--- src/rtl/data_cache_pkg.sv ---
// Shared constants and FSM encoding for the direct-mapped, write-through data cache.
// The top-level parameters default to the values held here.
package data_cache_pkg;

  localparam logic [31:0] DC_BASE_ADDR = 32'd1024;
  localparam int unsigned DC_LINES     = 64;
  localparam int unsigned DC_INDEX_W   = $clog2(DC_LINES);
  // The tag covers offset bits [17:INDEX_W+2].
  localparam int unsigned DC_TAG_W     = 16 - DC_INDEX_W;

  typedef enum logic [1:0] {
    ST_IDLE       = 2'd0,
    ST_FILL       = 2'd1,
    ST_WRITE_THRU = 2'd2
  } dc_state_e;

  // The byte offset into data memory wraps modulo 2^32.
  function automatic logic [31:0] dc_offset(input logic [31:0] addr,
                                            input logic [31:0] base);
    return addr - base;
  endfunction

endpackage

--- src/rtl/cache_line_array.sv ---
// Valid/tag/data storage for the one-word cache lines.
// It has one combinational read port and one write port. Valid bits clear synchronously.
module cache_line_array #(
  parameter int unsigned LINES   = 64,
  parameter int unsigned INDEX_W = 6,
  parameter int unsigned TAG_W   = 10,
  parameter int unsigned DATA_W  = 32
) (
  input  logic               clk,
  input  logic               rst,
  input  logic [INDEX_W-1:0] rd_index,
  output logic               rd_valid,
  output logic [TAG_W-1:0]   rd_tag,
  output logic [DATA_W-1:0]  rd_data,
  input  logic               wr_en,
  input  logic [INDEX_W-1:0] wr_index,
  input  logic [TAG_W-1:0]   wr_tag,
  input  logic [DATA_W-1:0]  wr_data
);

  logic [LINES-1:0]  valid_q;
  logic [TAG_W-1:0]  tag_q  [LINES];
  logic [DATA_W-1:0] data_q [LINES];

  // Only the valid bits are reset. Stale tags and data are harmless once their valid bit is 0.
  always_ff @(posedge clk) begin
    if (rst) begin
      valid_q <= '0;
    end else if (wr_en) begin
      valid_q[wr_index] <= 1'b1;
    end
  end

  always_ff @(posedge clk) begin
    if (wr_en) begin
      tag_q[wr_index]  <= wr_tag;
      data_q[wr_index] <= wr_data;
    end
  end

  assign rd_valid = valid_q[rd_index];
  assign rd_tag   = tag_q[rd_index];
  assign rd_data  = data_q[rd_index];

endmodule

--- src/rtl/data_cache.sv ---
// Direct-mapped, one-word-line data cache for the MEM stage.
// Loads hit with no added latency. Stores are write-through and no-write-allocate.
module data_cache
  import data_cache_pkg::*;
#(
  parameter logic [31:0] BASE_ADDR = DC_BASE_ADDR,
  parameter int unsigned LINES     = DC_LINES
) (
  input  logic        clk,
  input  logic        rst,
  input  logic        memRead,
  input  logic        memWrite,
  input  logic [31:0] address,
  input  logic [31:0] data,
  output logic [31:0] readData,
  output logic        stall,
  output logic [31:0] sramAddr,
  output logic [31:0] sramWriteData,
  output logic        sramRead,
  output logic        sramWrite,
  input  logic        sramReady,
  input  logic [31:0] sramReadData
);

  localparam int unsigned INDEX_W = $clog2(LINES);
  localparam int unsigned TAG_W   = 16 - INDEX_W;

  logic [31:0]        offset;
  logic [INDEX_W-1:0] index;
  logic [TAG_W-1:0]   tag;
  logic               unused_offset_bits;

  assign offset             = dc_offset(address, BASE_ADDR);
  assign index              = offset[INDEX_W+1:2];
  assign tag                = offset[17:INDEX_W+2];
  assign unused_offset_bits = ^{offset[31:18], offset[1:0]};

  logic               line_valid;
  logic [TAG_W-1:0]   line_tag;
  logic [31:0]        line_data;
  logic               hit;
  logic               arr_wr_en;
  logic [31:0]        arr_wr_data;

  cache_line_array #(
    .LINES   (LINES),
    .INDEX_W (INDEX_W),
    .TAG_W   (TAG_W),
    .DATA_W  (32)
  ) u_lines (
    .clk      (clk),
    .rst      (rst),
    .rd_index (index),
    .rd_valid (line_valid),
    .rd_tag   (line_tag),
    .rd_data  (line_data),
    .wr_en    (arr_wr_en),
    .wr_index (index),
    .wr_tag   (tag),
    .wr_data  (arr_wr_data)
  );

  assign hit = line_valid && (line_tag == tag);

  dc_state_e state_q;
  dc_state_e state_d;

  always_ff @(posedge clk) begin
    if (rst) begin
      state_q <= ST_IDLE;
    end else begin
      state_q <= state_d;
    end
  end

  // Backing handshake: sramRead or sramWrite is a request. Address and data stay
  // stable while it is held. The access completes in the first cycle where the
  // request and sramReady are both 1. The request and the pipeline stall both drop
  // in that same cycle.
  assign sramAddr      = address;
  assign sramWriteData = data;

  always_comb begin
    state_d     = state_q;
    stall       = 1'b0;
    sramRead    = 1'b0;
    sramWrite   = 1'b0;
    readData    = 32'd0;
    arr_wr_en   = 1'b0;
    arr_wr_data = data;

    if (!rst) begin
      unique case (state_q)
        ST_IDLE: begin
          // When both requests are set, the access is treated as a store.
          if (memWrite) begin
            state_d = ST_WRITE_THRU;
            stall   = 1'b1;
          end else if (memRead) begin
            if (hit) begin
              readData = line_data;
            end else begin
              state_d = ST_FILL;
              stall   = 1'b1;
            end
          end
        end

        ST_FILL: begin
          sramRead = 1'b1;
          if (sramReady) begin
            readData    = memRead ? sramReadData : 32'd0;
            arr_wr_en   = 1'b1;
            arr_wr_data = sramReadData;
            state_d     = ST_IDLE;
          end else begin
            stall = 1'b1;
          end
        end

        ST_WRITE_THRU: begin
          sramWrite = 1'b1;
          if (sramReady) begin
            // A write hit refreshes the cached copy. A write miss does not allocate a line.
            arr_wr_en   = hit;
            arr_wr_data = data;
            state_d     = ST_IDLE;
          end else begin
            stall = 1'b1;
          end
        end

        default: begin
          state_d = ST_IDLE;
        end
      endcase
    end
  end

endmodule

--- config.mk ---
export PLATFORM = sky130hd
export DESIGN_NAME = data_cache
export DESIGN_NICKNAME = d
export VERILOG_FILES = /design/src/rtl/data_cache_pkg.sv /design/src/rtl/cache_line_array.sv /design/src/rtl/data_cache.sv
export SDC_FILE = /design/constraint.sdc
export NUM_CORES = 2
export LEC_CHECK = 0
export ABC_AREA = 1
export BUFFER_PORTS_ARGS = -buffer_cell sky130_fd_sc_hd__buf_2
export CAP_MARGIN = 15
export CORE_AREA = 2 2 455 457
export DETAILED_ROUTE_END_ITERATION = 8
export DIE_AREA = 0 0 457 459
export PLACE_DENSITY_LB_ADDON = 0.12
export SYNTH_ARGS = -nofsm -noshare
export SYNTH_HDL_FRONTEND = slang
export SYNTH_HIERARCHICAL = 1
export SYNTH_SLANG_ARGS = --single-unit
--- constraint.sdc ---
create_clock -name clk -period 13.5 [get_ports clk]
set_clock_uncertainty 0.1 [all_clocks]
set_input_delay 1.35 -clock clk [delete_from_list [all_inputs] [get_ports clk]]
set_output_delay 1.35 -clock clk [all_outputs]
set_load 0.01 [all_outputs]
# After elaboration in Yosys (flattened, before gate mapping)

Memories as Yosys holds them, arrays and structs flattened.
Cells that the tools add are included.

Muxes and demuxes: 35
Add/sub/neg operators: 1
Eq/ne operators: 6
Bitwise logic cells: 1
Reductions and logical operators: 5
Order comparisons: 2

Operators with widths:

| operator                                                                      | count |
|---|---|
| 32-bit two-way mux                                                            | 9 |
| 64-bit bitwise OR                                                             | 1 |
| 32-bit case mux with 2 select lines                                           | 1 |
| 18-bit by 11-bit subtractor with 18-bit output (second input constant)        | 1 |
| 1-bit two-way mux                                                             | 16 |
| 10-bit == test                                                                | 1 |
| 2-bit two-way mux                                                             | 4 |
| 6-bit by 7-bit less-than comparator with 1-bit output (second input constant) | 1 |
| 1-bit binary-select mux with 6-bit select                                     | 1 |
| 1-bit demux with 6-bit select                                                 | 1 |
| 6-bit by 1-bit >= comparator with 1-bit output (second input constant)        | 1 |
| 3-bit inequality test (second input constant)                                 | 2 |
| 1-bit case mux with 2 select lines                                            | 2 |
| 2-bit case mux with 2 select lines                                            | 1 |
| 3-bit AND reduction                                                           | 1 |
| 2-bit by 1-bit == test with 1-bit output (second input constant)              | 1 |
| 2-bit == test (second input constant)                                         | 1 |
| 1-bit logical AND                                                             | 2 |
| 2-bit zero test                                                               | 1 |
| 2-bit by 1-bit inequality test with 1-bit output (second input constant)      | 1 |
| 2-bit OR reduction                                                            | 1 |

Memory bits (writable): 2688
Flip-flop bits (word level): 66
Output and inout port bits: 99
Memories kept: 2

Memory list:

| name           | words | width | rd ports | clocked after Yosys merged registers in | wr ports | line                   | source |
|---|---|---|---|---|---|---|---|
| u_lines.data_q | 64    | 32    | 1        | 0                                       | 1        | cache_line_array.sv:23 | `logic [DATA_W-1:0] data_q [LINES];` |
| u_lines.tag_q  | 64    | 10    | 1        | 0                                       | 1        | cache_line_array.sv:22 | `logic [TAG_W-1:0] tag_q [LINES];` |

# Longest topological paths before layout

Word-level depth: 9
Mapped depth: 31
Depth with buffers taken out: 27

# Modules after synthesis

Netlist, hierarchy kept.

Modules (own cells, without submodules):

| module           | cells each | area an instance (sq um) | instances | seq. area each (sq um) |
|---|---|---|---|---|
| cache_line_array | 9176       | 110173.2                 | 1         | 81998.6 |
| data_cache       | 331        | 2130.8                   | 1         | 40.0 |

# Least setup slack after synthesis

Ideal clock, no wire load.

Path kind: input to register
Start point: in address[10]
End point: mem u_lines.data_q[10][0] (enable)
Cell stages on the path: 18
Path slack: 6.737 ns
Buffers on the path: 0
Data arrival time: 6.220 ns
Library setup time: 0.443 ns
Data required time: 12.957 ns
Cell sequence: inv_1 ha_1 inv_1 nand2_1 nand2_1 nand2_1 nand3_1 nor2_1 nand2_1 nor2_4 nand4_1 a21oi_1 inv_1 nor2_1 inv_1 nor2_1 inv_1 nor2_1

Word-level cells in the longest chain between the ends: 8

Ends and longest elaborated chain:

| item                                           | line                   | source |
|---|---|---|
| start: declaration                             | data_cache.sv:13       | `input logic [31:0] address,` |
| 18-bit by 11-bit subtractor with 18-bit output | data_cache_pkg.sv:20   | `return addr - base;` |
| net offset[12]                                 | data_cache.sv:28       | `logic [31:0] offset;` |
| 10-bit == test                                 | data_cache.sv:63       | `assign hit = line_valid && (line_tag == tag);` |
| 1-bit logical AND                              | data_cache.sv:63       |  |
| 1-bit two-way mux                              | data_cache.sv:123      | `if (sramReady) begin` |
| 1-bit case mux with 2 select lines             | data_cache.sv:93       | `unique case (state_q)` |
| 1-bit two-way mux                              | data_cache.sv:92       | `if (!rst) begin` |
| net arr_wr_en                                  | data_cache.sv:42       | `logic arr_wr_en;` |
| 1-bit two-way mux                              | cache_line_array.sv:35 | `if (wr_en) begin` |
| 1-bit two-way mux (not written as such)        | cache_line_array.sv:37 | `data_q[wr_index] <= wr_data;` |
| end: declaration                               | cache_line_array.sv:23 |  |

The timed path passes the listed nets, and every way through them passes these cells.

# Final worst setup path

Start point: in address[2]
End point: out readData[5]

Word-level cells in the longest chain between the ends: 9
Elaborated cells on any way between the ends: 12
Classes of those cells: 1 x add/sub; 1 x eq/ne; 7 x mux; 1 x reduce/logical; 2 x memory

Ends and longest elaborated chain:

| item                                           | line                 | source |
|---|---|---|
| 18-bit by 11-bit subtractor with 18-bit output | data_cache_pkg.sv:20 |  |
| memory 64 x 10 bit                             | --                   |  |
| net line_tag[0]                                | data_cache.sv:39     | `logic [TAG_W-1:0] line_tag;` |
| 10-bit == test                                 | data_cache.sv:63     |  |
| 1-bit logical AND                              | data_cache.sv:63     |  |
| 32-bit two-way mux                             | data_cache.sv:100    | `if (hit) begin` |
| 32-bit two-way mux                             | data_cache.sv:99     | `end else if (memRead) begin` |
| 32-bit two-way mux                             | data_cache.sv:96     | `if (memWrite) begin` |
| 32-bit case mux with 2 select lines            | data_cache.sv:93     |  |
| 32-bit two-way mux                             | data_cache.sv:92     |  |
| end: declaration                               | data_cache.sv:15     | `output logic [31:0] readData,` |

The timed path passes the listed nets, and every way through them passes these cells. The select of a mux whose other input is x is not followed.

==> run summary <==
status = finished clean
Area contributors post-synth = edfxtp_1, nand3_1, nand2_1
dpl ws = 4860 ps
Tmin final = 8520 ps
cell count after placement = 11900
share of the synthesized area in the top cell type = 71.9%
wire per inst = 28.5 microns
Filler cells = 16300
fin cells = 12400
ys flop type = edfxtp_1
clk buf depth = 4
Clock Root Buffer = clkbuf_16
vias post-DR = 76300
CTS buffer count = 296
WP data arrival = 7070 ps
Worst EP required = 12050 ps
Final Hold Fails = 0
TNS Setup = 0 ps
post-CTS setup buffer count = 0
switching fraction of total power = 23.1%
top-level port count = 200
Slowest-stage cell, CP = buf_4
PortBufs = 167
H-tree levels = 5
Synth cell types = 31
Power Dens Cells = 147 nW/um^2
hold crit path type = reg2reg
Avg Synthesized Cell Area = 11.8 sq um
unrepaired setup endpoints after global routing = false
fraction of final layout cells sized beyond drive strength 1 = 8.93%
peak supply drop = 0.000144 V
buffers plus inverters on the worst setup path = 6
Post-Route WL = 353000 microns
grt ovf = 0
initial antenna violation count = 22
CP max stage delay = 700 ps
ys async rst share = 0%
Rows = 167
global-route wire length before repair = 507000 microns
Die Ht = 459 microns
fin crit share = 63.1%
area leader, netlist = edfxtp_1
largest net degree at the start of global routing = 164
Power Internal = 14.0 mW
Resized cells post-CTS = 0
Worst-path clk slew = 60 ps
crit-path max FO = 85
Max transition margin = 22.7%
hold_buf cts = 0
Crit. End Element = output port
top-count cell post-synth = nand2_1
CP delay by family, top = simple AND/OR/NAND/NOR gates
synthesized cell area = 112000 sq um
DRC = 0
vias in the first global route = 71300
CTS tree = built
critical path type = in2out
DPL Wire Length = 189000 microns
Synth Warn # = 6
count of final setup violators = 0
Worst-Margin Slew = 1160 ps
post-synth net total = 9613
#FFs+latches synth = 2754
Final GP Congestion = 0.911
initial DRC count = 11300
Pleak = 43.7 nW
Vias/cell = 6.18
Startpoint Class = input pin
area grow syn2layout = 10.2%
Max Transition Viols Final = 0
setup ws final = 4980 ps
Clk Latency, worst-skew pair = 940 ps
maxcap violations = 0
Die W = 457 microns
final core utilization = 60.2%
Post-synth EDFFs = 2688
Tot GR Track Use = 33.2%
core box area = 206000 sq um
Clock power frac = 41.3%
cells after synthesis = 9507
remaining antenna violation count = 0
Highest Clock Rate = 0.117 GHz
commonest cells in the netlist = nand2_1, edfxtp_1, nand3_1
sw power = 4.21 mW
nets = 9552
Logic pwr share = 6.9%
Starting Density = 54.6%
Most common cell on crit path = nand2_1
First-pass DRT Iterations = 6
CTS Sinks = 2754
post-synthesis sequential area ratio = 73.1%
Seq pwr share = 51.8%
Die ar. = 210000 sq um
==> final timing paths <==
check                  startpoint                  end  slack (ps)  cells past startpoint
max                    address[2]          readData[5]        4980                     25
min           u_lines/valid_q[39]  u_lines/valid_q[39]         370                      2
max reg2reg  u_lines/tag_q[58][2]  u_lines/tag_q[8][3]        7950                     24
min reg2reg   u_lines/valid_q[39]  u_lines/valid_q[39]         370                      2
==> state kept, by name, indices dropped and copies added, names as in the netlist <==
register	cells
u_lines/tag_q	640
u_lines/data_q	2048
state_q	2
u_lines/valid_q	64
==> stage by stage <==
| stage | hold slack [ps] | power (mW) | cell area, sq um |
|---|---|---|---|
| global placement | 350 | 10.8 | 115000 |
| detailed placement | 357 | 10.9 | 115000 |
| finish | 370 | 18.2 | 124000 |
| floorplan | 340 | 10.3 | 112000 |
| global route | 389 | 18.7 | 124000 |
| CTS | 371 | 18.3 | 124000 |
==> area by class of cell <==
| type | instances | area (sq um) | area share [%] |
|---|---|---|---|
| sequential | 2754 | 82000 | 66.3 |
| multi-input combinational | 6012 | 27000 | 21.8 |
| clock buffer | 386 | 8020 | 6.48 |
| tap | 2704 | 3380 | 2.73 |
| timing repair buffer | 323 | 2310 | 1.86 |
| clock inverter | 111 | 719 | 0.581 |
| inverter | 59 | 263 | 0.212 |
| antenna | 4 | 10.0 | 0.00809 |
==> layer usage <==
layer / up-vias / track usage (%) / wire length [microns]
met5: - / 0 / 66
li1: 33400 / - / -
met1: 37800 / 45.4 / 135000
met4: 12 / 16.4 / 19700
met3: 744 / 5.85 / 34700
met2: 4331 / 51.7 / 163000
==> placed cells by master, fill, tap and decap left out, drive strengths merged, types with 2 or more instances in the layout <==
cell,n
nor3,8
inv,60
clkinvlp,2
nand3b,2
diode,4
o21ai,3
nand3,2572
buf,323
a21oi,35
bufinv,8
dfxtp,66
nand4,4
clkinv,100
clkbuf,386
mux2,32
nor2,226
edfxtp,2688
ha,5
nand2,3122
==> logic make-up after synthesis <==
| logic type | synth area share [%] |
|---|---|
| AND/OR/NAND/NOR | 22.8 |
| flip-flops | 73.1 |
| buffers and inverters | 3.49 |
| AO/OA/AOI/OAI | 0.258 |
| multiplexers | 0.321 |
| adder cells (fa/ha/maj) | 0.0557 |
==> worst register-to-register path, cell delays in order, from the launching register on <==
cell and delay, ps:
edfxtp_1 450, nand2_1 100, nand3_1 80, nand3_1 130, nand2_1 100, nand2_1 80
nand3_1 200, nand3_1 250, nand2_1 90, nand2_1 80, nand2_1 60, nor2_1 90
nand3_1 80, nor2_1 320, nand2_1 170, nor2_4 130, nand4_1 120, a21oi_1 240
inv_1 80, nor2_1 90, inv_1 90, nor2_1 90, inv_1 320, nor2_4 800
buf_4 740
==> power groups by stage <==
stage,combinational [mW],sequential [mW],clock (mW)
finish,1.25,9.44,7.52
CTS,1.24,9.44,7.58
global placement,1.22,9.62,0
floorplan,0.705,9.62,0
detailed placement,1.23,9.62,0
global route,1.32,9.43,7.90
No activity file was read; power rests on OpenSTA's default activity.
